### config.mk
export PLATFORM = sky130hd
export DESIGN_NAME = uart_transmitter
export DESIGN_NICKNAME = d
export VERILOG_FILES = /design/src/rtl/uart_transmitter.sv
export SDC_FILE = /design/constraint.sdc
export NUM_CORES = 1
export LEC_CHECK = 0
export BUFFER_PORTS_ARGS = -buffer_cell sky130_fd_sc_hd__buf_4
export CORE_MARGIN = 4
export CORE_UTILIZATION = 56
export CTS_CLUSTER_DIAMETER = 50
export DETAILED_ROUTE_END_ITERATION = 10
export HOLD_SLACK_MARGIN = 0.15
export MAX_ROUTING_LAYER = met4
export PLACE_DENSITY = 0.76
export SYNTH_ARGS = -nofsm -noshare
export SYNTH_HDL_FRONTEND = slang
export SYNTH_SLANG_ARGS = --single-unit
### constraint.sdc
create_clock -name clk -period 2.5 [get_ports clk]
set_input_delay 0.25 -clock clk [delete_from_list [all_inputs] [get_ports clk]]
set_output_delay 0.25 -clock clk [all_outputs]
set_load 0.05 [all_outputs]
### src/rtl/uart_transmitter.sv
// uart_transmitter: FIFO-buffered UART transmitter, LSB-first frames with optional parity.
module uart_transmitter #(
   parameter int CLK_HZ     = 50000000,
   parameter int BAUD       = 115200,
   parameter int DATA_BITS  = 8,
   parameter int PARITY     = 0,
   parameter int STOP_BITS  = 1,
   parameter int FIFO_DEPTH = 16
) (
   input  logic                          clk,
   input  logic                          rst,
   input  logic [DATA_BITS-1:0]          data,
   input  logic                          valid,
   output logic                          ready,
   output logic                          tx,
   output logic                          busy,
   output logic [$clog2(FIFO_DEPTH):0]   level
);
   localparam int CPB = (CLK_HZ + BAUD / 2) / BAUD;
   localparam int AW  = $clog2(FIFO_DEPTH);
   localparam int LW  = AW + 1;
   localparam int CW  = $clog2(CPB);
   localparam logic [LW-1:0] FULL      = LW'(FIFO_DEPTH);
   localparam logic [CW-1:0] CNT_MAX   = CW'(CPB - 1);
   localparam logic [2:0]    BIT_LAST  = 3'(DATA_BITS - 1);
   localparam logic [2:0]    STOP_LAST = 3'(STOP_BITS - 1);
   typedef enum logic [2:0] {S_IDLE, S_START, S_DATA, S_PARITY, S_STOP} state_t;
   state_t               r_state;
   logic [DATA_BITS-1:0] r_mem [FIFO_DEPTH];
   logic [AW-1:0]        r_wr, r_rd;
   logic [LW-1:0]        r_level;
   logic [DATA_BITS-1:0] r_shift;
   logic [CW-1:0]        r_cnt;
   logic [2:0]           r_bit;
   logic                 r_par, r_tx;
   logic                 w_push, w_pop, w_tick;
   assign ready  = r_level != FULL;
   assign w_push = valid && ready;
   assign w_pop  = (r_state == S_IDLE) && (r_level != '0);
   assign w_tick = r_cnt == CNT_MAX;
   assign tx     = r_tx;
   assign level  = r_level;
   assign busy   = (r_state != S_IDLE) || (r_level != '0);
   always_ff @(posedge clk) begin
      if (w_push) r_mem[r_wr] <= data;
   end
   // r_bit indexes data bits in DATA and stop bits in STOP
   always_ff @(posedge clk) begin
      if (rst) begin
         r_state <= S_IDLE;
         r_wr    <= '0;
         r_rd    <= '0;
         r_level <= '0;
         r_cnt   <= '0;
         r_bit   <= '0;
         r_shift <= '0;
         r_par   <= 1'b0;
         r_tx    <= 1'b1;
      end else begin
         r_wr    <= r_wr + AW'(w_push);
         r_rd    <= r_rd + AW'(w_pop);
         r_level <= r_level + LW'(w_push) - LW'(w_pop);
         r_cnt   <= (r_state == S_IDLE || w_tick) ? '0 : r_cnt + CW'(1);
         case (r_state)
            S_IDLE: if (w_pop) begin
               r_shift <= r_mem[r_rd];
               r_par   <= (PARITY == 2) ? ~^r_mem[r_rd] : ^r_mem[r_rd];
               r_tx    <= 1'b0;
               r_state <= S_START;
            end
            S_START: if (w_tick) begin
               r_tx    <= r_shift[0];
               r_shift <= r_shift >> 1;
               r_bit   <= '0;
               r_state <= S_DATA;
            end
            S_DATA: if (w_tick) begin
               if (r_bit == BIT_LAST) begin
                  r_bit   <= '0;
                  r_tx    <= (PARITY != 0) ? r_par : 1'b1;
                  r_state <= (PARITY != 0) ? S_PARITY : S_STOP;
               end else begin
                  r_tx    <= r_shift[0];
                  r_shift <= r_shift >> 1;
                  r_bit   <= r_bit + 3'd1;
               end
            end
            S_PARITY: if (w_tick) begin
               r_tx    <= 1'b1;
               r_state <= S_STOP;
            end
            S_STOP: if (w_tick) begin
               r_bit   <= (r_bit == STOP_LAST) ? 3'd0 : r_bit + 3'd1;
               r_state <= (r_bit == STOP_LAST) ? S_IDLE : S_STOP;
            end
            default: r_state <= S_IDLE;
         endcase
      end
   end
endmodule

==> results.txt, run 1 <==
GRT Overall Usage: 0.2107
vias per inst: 5.663
Fillers: 813
total vias in the final route: 4032
CTS tree: built
clk_skew: 6.974 ps
worst min-delay path class: in -> reg
Clock transition at path regs: 70 ps
Starting DRT DRC Count: 265
Critical R2R Capture: level[4]$_SDFF_PP0_
pin count of the biggest net entering global routing: 32
Slew headroom: 0.6102
post-route antenna net violation count: 0
Final Hold Vio Count: 0
fraction of layout cells with a size suffix above 1: 0.2261
most common cell after layout, fill and taps aside: edfxtp_1
Die H: 119.2 um
diode count: 0
Die Area: 0.01422 mm^2
Synth warnings: 0
syn nets: 506
num rows: 40
Arr. time, crit path: 2670 ps
Initial Util: 0.5746
first-pass GRT wire length: 21940 um
die width: 119.2 um
status: completed
Setup violations, final: 0
fmax: 0.4224 GHz
Design Power: 7.984 mW
VDD IR max: 0.0007330 V
io pins: 19
vias in the first global route: 4154
residual DRC count: 0
Worst Tran Pin Value: 582.5 ps
WP data required: 2800 ps
largest cells by area after synthesis: edfxtp_1 (55%), dfxtp_1 (11%), mux4_2 (5.2%)
Worst Path Max Fanout: 3
Seq/Total Area, Yosys: 0.6615
Area after DPL: 0.007480 mm^2
clock buffer depth: 2
Critical Path Start: level[3]$_SDFF_PP0_
Final GP Congestion: 0.8680
Main synth FF type: edfxtp_1
CTS root buf: clkbuf_16
syn avg cell area: 14.47 um^2
max-slew violations: 0
PD cells: 980.8 mW/mm^2
total CTS buffers: 17
leakage: 2.772 nW
total wire length: 13570 um
Cell variety after synth: 53
Reg2Reg Setup Slack: 130 ps
leading area contributor after synthesis: edfxtp_1
Async SR Flop Fraction: 0
Worst Setup EP: level[4]$_SDFF_PP0_
cell area after synthesis: 0.006930 mm^2
Crit Path Class: reg -> reg
FF-to-FF Start: level[3]$_SDFF_PP0_
Period minus WS final: 2368 ps
later-pin clock latency in the skew report: 430 ps
Nets: 558
Worst setup EP type: flip-flop
grt total ovfl: 0
post-layout instance area: 0.008140 mm^2
most frequent cells in the layout: edfxtp_1 (128), buf_4 (54), nor2_1 (48)
fin crit share: 0.9470
Max Cap Violations: 0
core area: 0.01206 mm^2
DP HPWL: 9211 um
H-tree Lvls: 4
TritonRoute pass-1 iters: 5
Post-synth EDFFs: 128
flops & latches, synth: 165
FF-to-FF path depth: 13
antenna violations before repair: 0
WL/cell: 19.06 um
post-synth top area share: 0.5546
Area Growth Syn to Fin: 17.46%
Critical Path Start Type: flip-flop
I/O Buffers: 18
Mapped Cells: 479
CTS sink cnt: 165
[registers in the layout, indices dropped and copies added, names as in the netlist]
register  cells
r_mem       128
r_cnt         9
r_shift       8
level         5
r_rd          4
r_wr          4
r_bit         3
r_state       3
tx            1
[timing repair]
| action | 4_1_cts | 5_1_grt |
|---|---|---|
| setup endpoints to repair | 0 | 1 |
| hold buffers | 3 | 0 |
| gates resized for setup | 0 | 3 |
| buffers inserted | 0 | 2 |
| hold endpoints to repair | 48 | 0 |
[metal layers]
layer / share of wire / vias up / GRT usage
met5: 0 / - / -
met4: 0.019 / 0 / 0.07458
met3: 0.070 / 24 / 0.07123
met2: 0.49 / 121 / 0.3239
met1: 0.42 / 1983 / 0.2631
li1: - / 1904 / -
[worst min-delay path by stage]
stage | depth (start not counted) | slack [ps] | start | endpoint
finish | 1 | 160 | data[2] | r_mem[12][2]$_DFFE_PP_
global route | 1 | 160 | data[1] | r_mem[15][1]$_DFFE_PP_
CTS | 1 | 150 | data[2] | r_mem[15][2]$_DFFE_PP_
detailed placement | 2 | 480 | tx$_SDFFE_PP1P_ | tx$_SDFFE_PP1P_
global placement | 2 | 450 | tx$_SDFFE_PP1P_ | tx$_SDFFE_PP1P_
floorplan | 0 | 350 | data[0] | r_mem[0][0]$_DFFE_PP_
[per-stage QoR]
stage	worst slack [ps]	utilization	TNS, ps	hold slack, ps	cells
floorplan	3.131	-	0	348.9	479
global placement	84.26	0.6201	0	454.1	675
detailed placement	26.58	0.6201	0	484.6	675
CTS	14.62	0.6729	0	150.3	710
global route	-9.257	0.6749	-9.257	155.7	712
finish	132.4	0.6749	0	159.2	712
[cell usage after synthesis, types with 3 or more instances]
| cell type | instances |
|---|---|
| xnor2_1 | 9 |
| a22oi_1 | 15 |
| nand3_1 | 5 |
| nor3_1 | 8 |
| clkbuf_1 | 15 |
| ha_1 | 15 |
| nand2b_1 | 5 |
| o21ai_0 | 7 |
| mux2i_1 | 31 |
| xor2_1 | 8 |
| inv_1 | 12 |
| buf_2 | 8 |
| a21oi_1 | 16 |
| nand2_1 | 17 |
| and2_1 | 3 |
| nand3b_1 | 3 |
| nor2_1 | 48 |
| mux4_2 | 16 |
| o21bai_1 | 6 |
| edfxtp_1 | 128 |
| nor2b_1 | 17 |
| a31oi_1 | 13 |
| dfxtp_1 | 37 |
[layout make-up]
| class | count | area, um^2 | share of cell area |
|---|---|---|---|
| multi-input combinational | 277 | 2226 | 0.2734 |
| tap | 168 | 210.2 | 0.02582 |
| sequential | 165 | 4597 | 0.5647 |
| timing repair buffer | 58 | 455.4 | 0.05595 |
| clock buffer | 17 | 425.4 | 0.05226 |
| inverter | 12 | 45.04 | 0.005533 |
| clock inverter | 15 | 181.4 | 0.02229 |
[cell families after synthesis]
family	count (synthesis)	synth area share
AOI/OAI and AO/OA	70	0.06770
xor gates and xnor gates	17	0.02149
adders and majority gates	16	0.02997
buffers and inverters	37	0.02365
DFF	165	0.6615
muxes	49	0.1000
and+or+nand+nor	125	0.09569
[worst max-delay path: stages (launching register included)]
cell     delay, ps
dfxtp_4        350
inv_1           80
ha_2           180
nor4b_4        230
nor3_2          80
ha_1           280
inv_1           40
ha_2           180
fa_2           370
a21oi_2        130
nor2_1          50
nor2_1         120
xnor2_1        130
nor2_1          50
[power by group]
part	switching, mW	total, mW	internal (mW)	leakage [nW]
Clock	1.07	2.65	1.58	0.283
Combinational	1.08	2.01	0.929	1.03
Sequential	0.170	3.32	3.15	1.46
No activity file was read; power rests on OpenSTA's default activity.
==> run 2, diff against run 1 <==
- MAX_ROUTING_LAYER: met4 -> default
==> run 2 against run 1 <==
  * Utilization unchanged
  * Clock skew fell by 1.6 ps
  * Sequential power about the same
  * Maximum frequency is essentially flat
  * Register-to-register slack is essentially flat
  * Critical path depth did not move
  * Total power about the same
  * Highest routed layer unchanged
==> results.txt, run 2 (same netlist as run 1, synthesis figures left out) <==
CTS root buf: clkbuf_16
most frequent cells in the layout: edfxtp_1 (128), buf_4 (54), nor2_1 (48)
max-slew violations: 0 (unchanged)
core area: 0.01206 mm^2 (unchanged)
total vias in the final route: 4043 (+0.27%)
pre-CTS WS: 26.58 ps (unchanged)
TritonRoute pass-1 iters: 5 (unchanged)
Final GP Congestion: 0.8544 (-1.6%)
CP peak stage delay: 370 ps (about the same)
Worst Tran Pin Value: 548.6 ps (-33.92 ps)
WL/cell: 19.09 um (+0.15%)
vias in the first global route: 4156 (+0.048%)
sw frac: 0.2910 (-0.0004323)
final worst slack: 132.2 ps (-0.1640 ps)
placed cell count: 675 (unchanged)
Area Growth Syn to Fin: 17.46% (unchanged)
first-pass GRT wire length: 21960 um (+0.12%)
num rows: 40 (unchanged)
Final Hold Vio Count: 0 (unchanged)
Arr. time, crit path: 2670 ps (about the same)
Initial Util: 0.5746 (unchanged)
fraction of layout cells with a size suffix above 1: 0.2261 (unchanged)
grt total ovfl: 0 (unchanged)
Fillers: 813 (unchanged)
VDD IR max: 0.0007316 V (-0.20%)
max reg flops: 128 (unchanged)
Top Registers: r_mem x128, r_cnt x9, r_shift x8
DP HPWL: 9211 um (unchanged)
antenna violations before repair: 0 (unchanged)
later-pin clock latency in the skew report: 420 ps (about the same)
most common cell after layout, fill and taps aside: edfxtp_1
Nets: 558 (unchanged)
Critical Path Start Type: flip-flop
Setup violations, final: 0 (unchanged)
total CTS buffers: 17 (unchanged)
fin crit share: 0.9471 (about the same)
die width: 119.2 um (unchanged)
Non-Filler Instances: 712 (unchanged)
Worst Path Max Fanout: 3 (unchanged)
total wire length: 13590 um (+0.15%)
fmax: 0.4223 GHz (about the same)
Internal: 5.657 mW (about the same)
vias per inst: 5.678 (+0.27%)
post-route antenna net violation count: 0 (unchanged)
CTS sink cnt: 165 (unchanged)
residual DRC count: 0 (unchanged)
clock buffer depth: 2 (unchanged)
pin count of the biggest net entering global routing: 32 (unchanged)
io pins: 19 (unchanged)
Worst setup EP type: flip-flop
Comb power frac: 0.253 (about the same)
Die Area: 0.01422 mm^2 (unchanged)
P_sw: 2.322 mW (-0.21%)
Clk network pwr share: 0.331 (about the same)
most used cell, CP: nor2_1
CP max-delay cell: fa_2
status: completed
PD cells: 980.2 mW/mm^2 (about the same)
part of the power in registers: 0.416 (about the same)
clk_skew: 5.412 ps (-1.562 ps)
CP cell instances: inv_1 -> ha_2 -> nor4b_4 -> nor3_2 -> ha_1 -> inv_1 -> ha_2 -> fa_2 -> a21oi_2 -> nor2_1 -> nor2_1 -> xnor2_1 -> nor2_1
H-tree Lvls: 4 (unchanged)
Max Cap Violations: 0 (unchanged)
Starting DRT DRC Count: 294 (+11%)
Slew headroom: 0.6329 (+0.02270)
Period minus WS final: 2368 ps (+0.1640 ps)
I/O Buffers: 18 (unchanged)
Clock transition at path regs: 60 ps (about the same)
WP data required: 2800 ps (about the same)
Crit Path Class: reg -> reg
diode count: 0 (unchanged)
Top reg by flops: r_mem
leakage: 2.772 nW (unchanged)
worst min-delay path class: in -> reg
Die H: 119.2 um (unchanged)
GRT Overall Usage: 0.2054 (-0.005305)
CTS tree: built
-- run 2: cell counts in the layout (fill, tap and decap cells not counted) --
Identical to the previous run, type by type.
-- run 2: through the flow --
step           utilization  instance area (um^2)  TNS [ps]  hold WS [ps]  power [mW]
2_1_floorplan            -                  6977         0         348.9       4.789
3_3_place_gp        0.6201                  7480         0         454.1       5.292
3_5_place_dp        0.6201                  7480         0         484.6       5.340
4_1_cts             0.6729                  8117         0         150.3       7.981
5_1_grt             0.6749                  8140    -9.256         156.1       8.336
6_report            0.6749                  8140         0         162.3       7.979
-- run 2: what timing repair did --
item / CTS / global route
hold buffers: 3 / 0
setup buffers: 0 / 2
endpoints found under the setup margin: 0 / 1
hold endpoints to repair: 48 / 0
gates resized for setup: 0 / 3
-- run 2: layout make-up --
type                            count  area [um^2]  area share
Clock buffer                       17        425.4     0.05226
Clock inverter                     15        181.4     0.02229
Inverter                           12        45.04    0.005533
Multi-Input combinational cell    277         2226      0.2734
Sequential cell                   165         4597      0.5647
Tap cell                          168        210.2     0.02582
Timing Repair Buffer               58        455.4     0.05595
-- run 2: layer usage --
layer  up-vias  wire length, um  track usage  part of all wire
met5         -                0            0                 0
met4         0              276      0.08110             0.020
met3        24              871      0.06553             0.064
met2       118             6628       0.3236              0.49
met1      1991             5813       0.2663              0.43
li1       1910                -            -                 -
-- run 2: worst paths after layout --
path,start,to,slack (ps),depth (start not counted)
worst min register to register,r_bit[2]$_SDFFE_PP0P_,r_bit[2]$_SDFFE_PP0P_,490,2
worst min-delay path,data[1],r_mem[13][1]$_DFFE_PP_,160,1
worst max register to register,level[3]$_SDFF_PP0_,level[4]$_SDFF_PP0_,130,13
worst max-delay path,level[3]$_SDFF_PP0_,level[4]$_SDFF_PP0_,130,13
-- run 2: critical path, delay by kind of cell (launching register included) --
family / cells / cell delay (ps)
adders and majority gates: 4 / 1010
AOI/OAI and AO/OA: 1 / 130
xor gates and xnor gates: 1 / 130
DFF: 1 / 350
and+or+nand+nor: 5 / 530
buffers and inverters: 2 / 120
-- run 2: power groups by stage --
stage	Combinational (mW)	Sequential [mW]	Clock [mW]
2_1_floorplan	1.35	3.43	0
3_3_place_gp	1.92	3.37	0
3_5_place_dp	1.96	3.38	0
4_1_cts	1.97	3.32	2.69
5_1_grt	2.18	3.35	2.81
6_report	2.02	3.32	2.64
